--- config.mk ---
export PLATFORM = sky130hd
export DESIGN_NAME = mips_mem_arbiter
export DESIGN_NICKNAME = d
export VERILOG_FILES = /design/src/rtl/mips_mem_arbiter.sv
export SDC_FILE = /design/constraint.sdc
export NUM_CORES = 1
export LEC_CHECK = 0
export BUFFER_PORTS_ARGS = -buffer_cell sky130_fd_sc_hd__buf_4
export CAP_MARGIN = 25
export CORE_MARGIN = 10
export CORE_UTILIZATION = 37
export DETAILED_ROUTE_END_ITERATION = 16
export PLACE_DENSITY = 0.67
export SETUP_SLACK_MARGIN = 0.15
export SYNTH_ARGS = -nofsm -noshare
export SYNTH_HDL_FRONTEND = slang
export SYNTH_SLANG_ARGS = --single-unit
--- constraint.sdc ---
create_clock -name clk -period 2.5 [get_ports clk]
set_input_delay 0.375 -clock clk [delete_from_list [all_inputs] [get_ports clk]]
set_output_delay 0.375 -clock clk [all_outputs]
set_load 0.02 [all_outputs]
--- src/rtl/mips_mem_arbiter.sv ---
// Arbiter sharing one single-ported memory between MIPS fetch and data stages.
// Optional round-robin tie-break when MIPS_MEM_ARB_RR_EN is defined (default: data wins ties).
module mips_mem_arbiter #(
    parameter int ADDR_W      = 32,
    parameter int DATA_W      = 32,
    parameter int WAIT_CYCLES = 1
) (
    input  logic              clk,
    input  logic              rst,
    input  logic              i_req,
    input  logic [ADDR_W-1:0] i_addr,
    output logic              i_ack,
    output logic [DATA_W-1:0] i_rdata,
    input  logic              d_req,
    input  logic              d_we,
    input  logic [ADDR_W-1:0] d_addr,
    input  logic [DATA_W-1:0] d_wdata,
    output logic              d_ack,
    output logic [DATA_W-1:0] d_rdata,
    output logic              mem_en,
    output logic              mem_we,
    output logic [ADDR_W-1:0] mem_addr,
    output logic [DATA_W-1:0] mem_wdata,
    input  logic [DATA_W-1:0] mem_rdata,
    output logic              busy
);

    typedef enum logic [1:0] {
        ST_IDLE = 2'd0,
        ST_BUSY = 2'd1,
        ST_RESP = 2'd2
    } state_t;

    localparam logic [3:0] CNT_LOAD = 4'(WAIT_CYCLES);

    state_t              state_r;
    state_t              state_s;
    logic [3:0]          cnt_r;
    logic                win_d_r;
    logic                we_r;
    logic [ADDR_W-1:0]   addr_r;
    logic [DATA_W-1:0]   wdata_r;
    logic [DATA_W-1:0]   i_rdata_r;
    logic [DATA_W-1:0]   d_rdata_r;
    logic                any_req_s;
    logic                pick_d_s;

    assign any_req_s = i_req | d_req;

`ifdef MIPS_MEM_ARB_RR_EN
    logic last_gnt_r;

    // Remember which side won the most recent grant (1 = data).
    always_ff @(posedge clk) begin
        if (rst) begin
            last_gnt_r <= 1'b1;
        end else if (state_r == ST_IDLE && any_req_s) begin
            last_gnt_r <= pick_d_s;
        end else begin
            last_gnt_r <= last_gnt_r;
        end
    end

    // Round-robin tie-break: on a tie grant the side not served last.
    always_comb begin
        pick_d_s = d_req;
        if (i_req && d_req) begin
            pick_d_s = ~last_gnt_r;
        end else begin
            pick_d_s = d_req;
        end
    end
`else
    // Fixed priority: data wins whenever it requests.
    always_comb begin
        pick_d_s = d_req;
    end
`endif

    // State register.
    always_ff @(posedge clk) begin
        if (rst) begin
            state_r <= ST_IDLE;
        end else begin
            state_r <= state_s;
        end
    end

    // Next-state logic; BUSY exits once the wait-state counter has drained.
    always_comb begin
        state_s = state_r;
        case (state_r)
            ST_IDLE: begin
                if (any_req_s) begin
                    state_s = ST_BUSY;
                end else begin
                    state_s = ST_IDLE;
                end
            end
            ST_BUSY: begin
                if (cnt_r == 4'd0) begin
                    state_s = ST_RESP;
                end else begin
                    state_s = ST_BUSY;
                end
            end
            ST_RESP: state_s = ST_IDLE;
            default: state_s = ST_IDLE;
        endcase
    end

    // Grant latch, wait-state counter and read-data capture.
    always_ff @(posedge clk) begin
        if (rst) begin
            cnt_r     <= 4'd0;
            win_d_r   <= 1'b0;
            we_r      <= 1'b0;
            addr_r    <= {ADDR_W{1'b0}};
            wdata_r   <= {DATA_W{1'b0}};
            i_rdata_r <= {DATA_W{1'b0}};
            d_rdata_r <= {DATA_W{1'b0}};
        end else begin
            case (state_r)
                ST_IDLE: begin
                    if (any_req_s) begin
                        win_d_r <= pick_d_s;
                        we_r    <= pick_d_s & d_we;
                        addr_r  <= pick_d_s ? d_addr : i_addr;
                        wdata_r <= pick_d_s ? d_wdata : {DATA_W{1'b0}};
                        cnt_r   <= CNT_LOAD;
                    end
                end
                ST_BUSY: begin
                    if (cnt_r != 4'd0) begin
                        cnt_r <= cnt_r - 4'd1;
                    end else if (!win_d_r) begin
                        i_rdata_r <= mem_rdata;
                    end else if (!we_r) begin
                        d_rdata_r <= mem_rdata;
                    end
                end
                default: begin
                    cnt_r <= cnt_r;
                end
            endcase
        end
    end

    // Memory strobes and acks decode straight from registered state.
    assign mem_en    = (state_r == ST_BUSY);
    assign mem_we    = (state_r == ST_BUSY) & we_r;
    assign mem_addr  = addr_r;
    assign mem_wdata = wdata_r;
    assign i_ack     = (state_r == ST_RESP) & ~win_d_r;
    assign d_ack     = (state_r == ST_RESP) & win_d_r;
    assign i_rdata   = i_rdata_r;
    assign d_rdata   = d_rdata_r;
    assign busy      = (state_r != ST_IDLE);

endmodule

==> report_table.html <==
<table>
<tr><th>Metric</th><th>Value</th></tr>
<tr><th colspan="2">Run status</th></tr>
<tr><td>Run status</td><td>finished clean</td></tr>
<tr><th colspan="2">Setup path</th></tr>
<tr><td>CP Launch Point</td><td>state_r[1]</td></tr>
<tr><td>Reg2Reg Capture Point</td><td>d_rdata[18]</td></tr>
<tr><td>Data required time of the critical path</td><td>2120 ps</td></tr>
<tr><td>Worst EP arrival</td><td>roughly 1700 ps</td></tr>
<tr><td>Reg-to-reg slack, setup</td><td>~510 ps</td></tr>
<tr><td>Endpoint of the most critical setup path</td><td>mem_we</td></tr>
<tr><td>Worst Reg2Reg Path Length in Cells</td><td>6</td></tr>
<tr><td>Sort of element at the end of the critical path</td><td>output pin</td></tr>
<tr><td>Kind of critical path</td><td>flip-flop to output pin</td></tr>
<tr><td>Category of the worst setup path launch point</td><td>flip-flop</td></tr>
<tr><td>Highest net fanout along the worst path</td><td>9</td></tr>
<tr><td>FF-to-FF Start</td><td>cnt_r[0]</td></tr>
<tr><th colspan="2">Route</th></tr>
<tr><td>Total Wirelength</td><td>18.16 mm</td></tr>
<tr><td>Total iterations of the first detailed-routing run</td><td>4</td></tr>
<tr><td>Vias per Instance</td><td>between 5 and 6</td></tr>
<tr><td>Initial drt markers</td><td>246</td></tr>
<tr><td>Length of routed wiring on met1</td><td>about 7.5 mm</td></tr>
<tr><td>Metal2 WL</td><td>8.581 mm</td></tr>
<tr><td>Length of routed met3 wiring</td><td>1.773 mm</td></tr>
<tr><td>Detailed-route wire length per cell</td><td>18.38 um</td></tr>
<tr><td>Count of nets left with antenna violations after detail routing</td><td>0</td></tr>
<tr><td>Vias</td><td>5015</td></tr>
<tr><td>Drt drc</td><td>0</td></tr>
<tr><td>Top routing layer in use</td><td>met4</td></tr>
<tr><th colspan="2">Die</th></tr>
<tr><td>Top-level I/O count</td><td>between 200 and 300</td></tr>
<tr><td>Total die area</td><td>19930 um^2</td></tr>
<tr><td>Core Footprint</td><td>14480 um^2</td></tr>
<tr><td>Initial Utilization</td><td>approximately 38%</td></tr>
<tr><td>Site row count</td><td>44</td></tr>
<tr><td>Height of the die</td><td>141.2 um</td></tr>
<tr><td>Horizontal extent of the die</td><td>around 140 um</td></tr>
<tr><th colspan="2">STA</th></tr>
<tr><td>Final-layout worst hold slack</td><td>175.1 ps</td></tr>
<tr><td>Max-slew headroom</td><td>59.32%</td></tr>
<tr><td>Pins Over Slew Limit</td><td>0</td></tr>
<tr><td>Total count of hold-check failures in the final report</td><td>0</td></tr>
<tr><td>Peak clock frequency supported by timing</td><td>around 0.48 GHz</td></tr>
<tr><td>Transition time at the pin with the least slew margin</td><td>610.2 ps</td></tr>
<tr><td>Total of endpoints with negative setup slack in the final report</td><td>0</td></tr>
<tr><td>Final TNS setup</td><td>0 ps</td></tr>
<tr><td>Time the final worst path needs with I/O delays and setup</td><td>about 2100 ps</td></tr>
<tr><td>Setup repair after global routing missed its margin</td><td>no</td></tr>
<tr><td>Worst Clk Skew</td><td>7.154 ps</td></tr>
<tr><td>Final clock period utilization by the worst path</td><td>slightly above 80%</td></tr>
<tr><th colspan="2">Synthesis</th></tr>
<tr><td>Fraction of registers with async set/reset</td><td>0%</td></tr>
<tr><td>Post-synthesis simple-gate area fraction</td><td>13.13%</td></tr>
<tr><td>Most used DFF post-synth</td><td>sky130_fd_sc_hd__dfxtp_1</td></tr>
<tr><td>Post-Synth Adder-Cell Area</td><td>0.2303%</td></tr>
<tr><td>Synth top area share</td><td>50.12%</td></tr>
<tr><td>Largest cells by area after synthesis</td><td>sky130_fd_sc_hd__dfxtp_1 (50%), sky130_fd_sc_hd__mux2i_1 (12%), sky130_fd_sc_hd__nand2b_1 (7.5%)</td></tr>
<tr><td>Mux cell area share after synthesis</td><td>approximately an eighth</td></tr>
<tr><td>Share of the synthesized area in compound gates (AO/OA/AOI/OAI)</td><td>approximately 20%</td></tr>
<tr><td>Gate Count Post-Synth</td><td>549</td></tr>
<tr><td>Dominant combinational cell family by area after synthesis</td><td>compound AO/OA/AOI/OAI gates</td></tr>
<tr><td>Proportion of synthesized chip area in sequential cells</td><td>about half</td></tr>
<tr><td>Synthesized-area fraction occupied by xor and xnor cells</td><td>0%</td></tr>
<tr><td>Post-synth cell types</td><td>28</td></tr>
<tr><td>Most area-hungry cell type in the Yosys netlist</td><td>sky130_fd_sc_hd__dfxtp_1</td></tr>
<tr><td>Post-synthesis instance area</td><td>roughly 5400 um^2</td></tr>
<tr><td>Number of storage elements in the synthesis netlist</td><td>136</td></tr>
<tr><td>Net Count, Synth</td><td>683</td></tr>
<tr><td>Number of enable-type register cells in the synthesized netlist</td><td>0</td></tr>
<tr><td>Number of warnings issued by yosys</td><td>0</td></tr>
<tr><td>Avg Cell Area, Syn</td><td>about 9.9 um^2</td></tr>
<tr><th colspan="2">Finish</th></tr>
<tr><td>Antenna diode count</td><td>0</td></tr>
<tr><td>Number of filler cells placed in the layout</td><td>1277</td></tr>
<tr><td>Final #Nets</td><td>between 900 and 1000</td></tr>
<tr><td>Core Util, Final</td><td>56.13%</td></tr>
<tr><td>Area growth from synthesis to layout</td><td>49.59%</td></tr>
<tr><td>Fraction of layout cells with a size suffix above 1</td><td>roughly 39%</td></tr>
<tr><td>Leading cell types in the layout, fill and taps excluded</td><td>sky130_fd_sc_hd__buf_4 (276), sky130_fd_sc_hd__dfxtp_1 (136), sky130_fd_sc_hd__a21oi_1 (67)</td></tr>
<tr><td>Commonest non-fill, non-tap cell in the layout</td><td>sky130_fd_sc_hd__buf_4</td></tr>
<tr><th colspan="2">Clock network</th></tr>
<tr><td>Number of buffers created by CTS</td><td>17</td></tr>
<tr><td>Clock sink count</td><td>roughly 140</td></tr>
<tr><td>Clock transition at the registers of the reported paths</td><td>approximately 60 ps</td></tr>
<tr><td>Longest Clk Path Bufs</td><td>2</td></tr>
<tr><td>Buffers inserted by post-CTS timing repair</td><td>0</td></tr>
<tr><td>Number of resized instances in the post-cts repair step</td><td>0</td></tr>
<tr><td>Clock H-tree levels</td><td>4</td></tr>
<tr><td>TritonCTS clock tree</td><td>yes</td></tr>
<tr><td>Hold buffer count at cts</td><td>0</td></tr>
<tr><td>Clock Tree Root</td><td>sky130_fd_sc_hd__clkbuf_16</td></tr>
<tr><td>Insertion delay to the later sink of the worst-skew pair</td><td>410 ps</td></tr>
<tr><th colspan="2">Global routing</th></tr>
<tr><td>Pin count of the biggest net entering global routing</td><td>61</td></tr>
<tr><td>Initial antenna violation count</td><td>0</td></tr>
<tr><td>Total congestion overflow</td><td>0</td></tr>
<tr><td>First-pass GRT wire length</td><td>28.13 mm</td></tr>
<tr><td>Overall fraction of global-route tracks in use</td><td>17.36%</td></tr>
<tr><td>Vias in the first global route</td><td>5234</td></tr>
<tr><th colspan="2">Power</th></tr>
<tr><td>Power density relative to cell area</td><td>a little under 800 nW/um^2</td></tr>
<tr><td>Highest ir drop seen on vdd</td><td>0.4369 mV</td></tr>
<tr><td>Leakage</td><td>3.566 nW</td></tr>
<tr><th colspan="2">Placement</th></tr>
<tr><td># port buffers</td><td>~270</td></tr>
<tr><td>Routability Congestion</td><td>between 0.7 and 0.8</td></tr>
<tr><td>Post-detail-place hpwl</td><td>13.59 mm</td></tr>
<tr><th colspan="2">Hold path</th></tr>
<tr><td>Worst hold path class</td><td>input port to flip-flop</td></tr>
<tr><th colspan="2">Job</th></tr>
<tr><td>Max cap viols</td><td>0</td></tr>
</table>
==> cell type report <==
| class | instances | area, um^2 | area share (%) |
|---|---|---|---|
| Inverter | 6 | 22.52 | 0.2771 |
| Clock buffer | 23 | 447.9 | 5.512 |
| Timing Repair Buffer | 278 | 2112 | 25.99 |
| Clock inverter | 8 | 122.6 | 1.509 |
| Sequential cell | 136 | 2723 | 33.50 |
| Multi-Input combinational cell | 353 | 2469 | 30.38 |
| Tap cell | 184 | 230.2 | 2.833 |
==> critical path: stages (launching register included) <==
cell and delay (ps):
sky130_fd_sc_hd__dfxtp_1 430, sky130_fd_sc_hd__nand2b_1 350, sky130_fd_sc_hd__inv_1 160, sky130_fd_sc_hd__and2_1 190, sky130_fd_sc_hd__buf_4 160
==> worst min path at each step <==
stage | start | endpoint | slack (ps) | cells after the start
after global routing | d_wdata[2] | mem_wdata[2] | 160 | 2
after global placement | mem_wdata[5] | mem_wdata[5] | 460 | 1
after floorplan | cnt_r[3] | cnt_r[3] | 460 | 2
final | d_wdata[17] | mem_wdata[17] | 180 | 2
after CTS | d_wdata[14] | mem_wdata[14] | 160 | 2
after detailed placement | mem_wdata[24] | mem_wdata[24] | 460 | 1
==> logic make-up (layout without fill, tap and decap cells) <==
kind of cell	count (synthesis)	count (layout)
compound gates	172	172
buf+inv	60	315
mux	64	64
fa+ha+maj	1	1
simple gates	116	116
flops	136	136
==> metal layers <==
| layer | vias to the layer above | global-route usage, % |
|---|---|---|
| met3 | 23 | 7.927 |
| met5 | - | 0 |
| met2 | 211 | 27.48 |
| met1 | 2325 | 20.31 |
| met4 | 0 | 5.815 |
| li1 | 2456 | - |
==> stage by stage <==
step	instance area, um^2	cells	power [mW]	setup WS, ps
final	8127	988	6.421	422.2
after global routing	8127	988	6.721	262.5
after CTS	8127	988	6.494	398.0
after detailed placement	7556	957	4.023	536.4
after global placement	7556	957	3.976	686.1
after floorplan	5433	549	3.339	715.2
==> cells in the mapped netlist (2+ instances only) <==
master	number
sky130_fd_sc_hd__or4_1	2
sky130_fd_sc_hd__dfxtp_1	136
sky130_fd_sc_hd__or3_1	2
sky130_fd_sc_hd__buf_6	3
sky130_fd_sc_hd__inv_1	6
sky130_fd_sc_hd__a21o_1	2
sky130_fd_sc_hd__nor3b_1	4
sky130_fd_sc_hd__and2_1	2
sky130_fd_sc_hd__a211oi_1	33
sky130_fd_sc_hd__nand2b_1	65
sky130_fd_sc_hd__nor3_1	3
sky130_fd_sc_hd__buf_2	10
sky130_fd_sc_hd__o21ai_0	34
sky130_fd_sc_hd__nand3_1	32
sky130_fd_sc_hd__a22o_1	33
sky130_fd_sc_hd__clkbuf_1	41
sky130_fd_sc_hd__a21oi_1	67
sky130_fd_sc_hd__mux2i_1	64
==> flip-flops by register name, summed over array words and instances (netlist names) <==
register,cells
i_rdata,32
mem_wdata,32
d_rdata,32
state_r,2
cnt_r,4
win_d_r,1
mem_addr,32
we_r,1
==> power breakdown <==
group          internal [mW]  switching, mW
combinational          0.629          0.847
clock                   1.56          0.894
sequential              2.37          0.120
(Power assumes the default switching activity.)
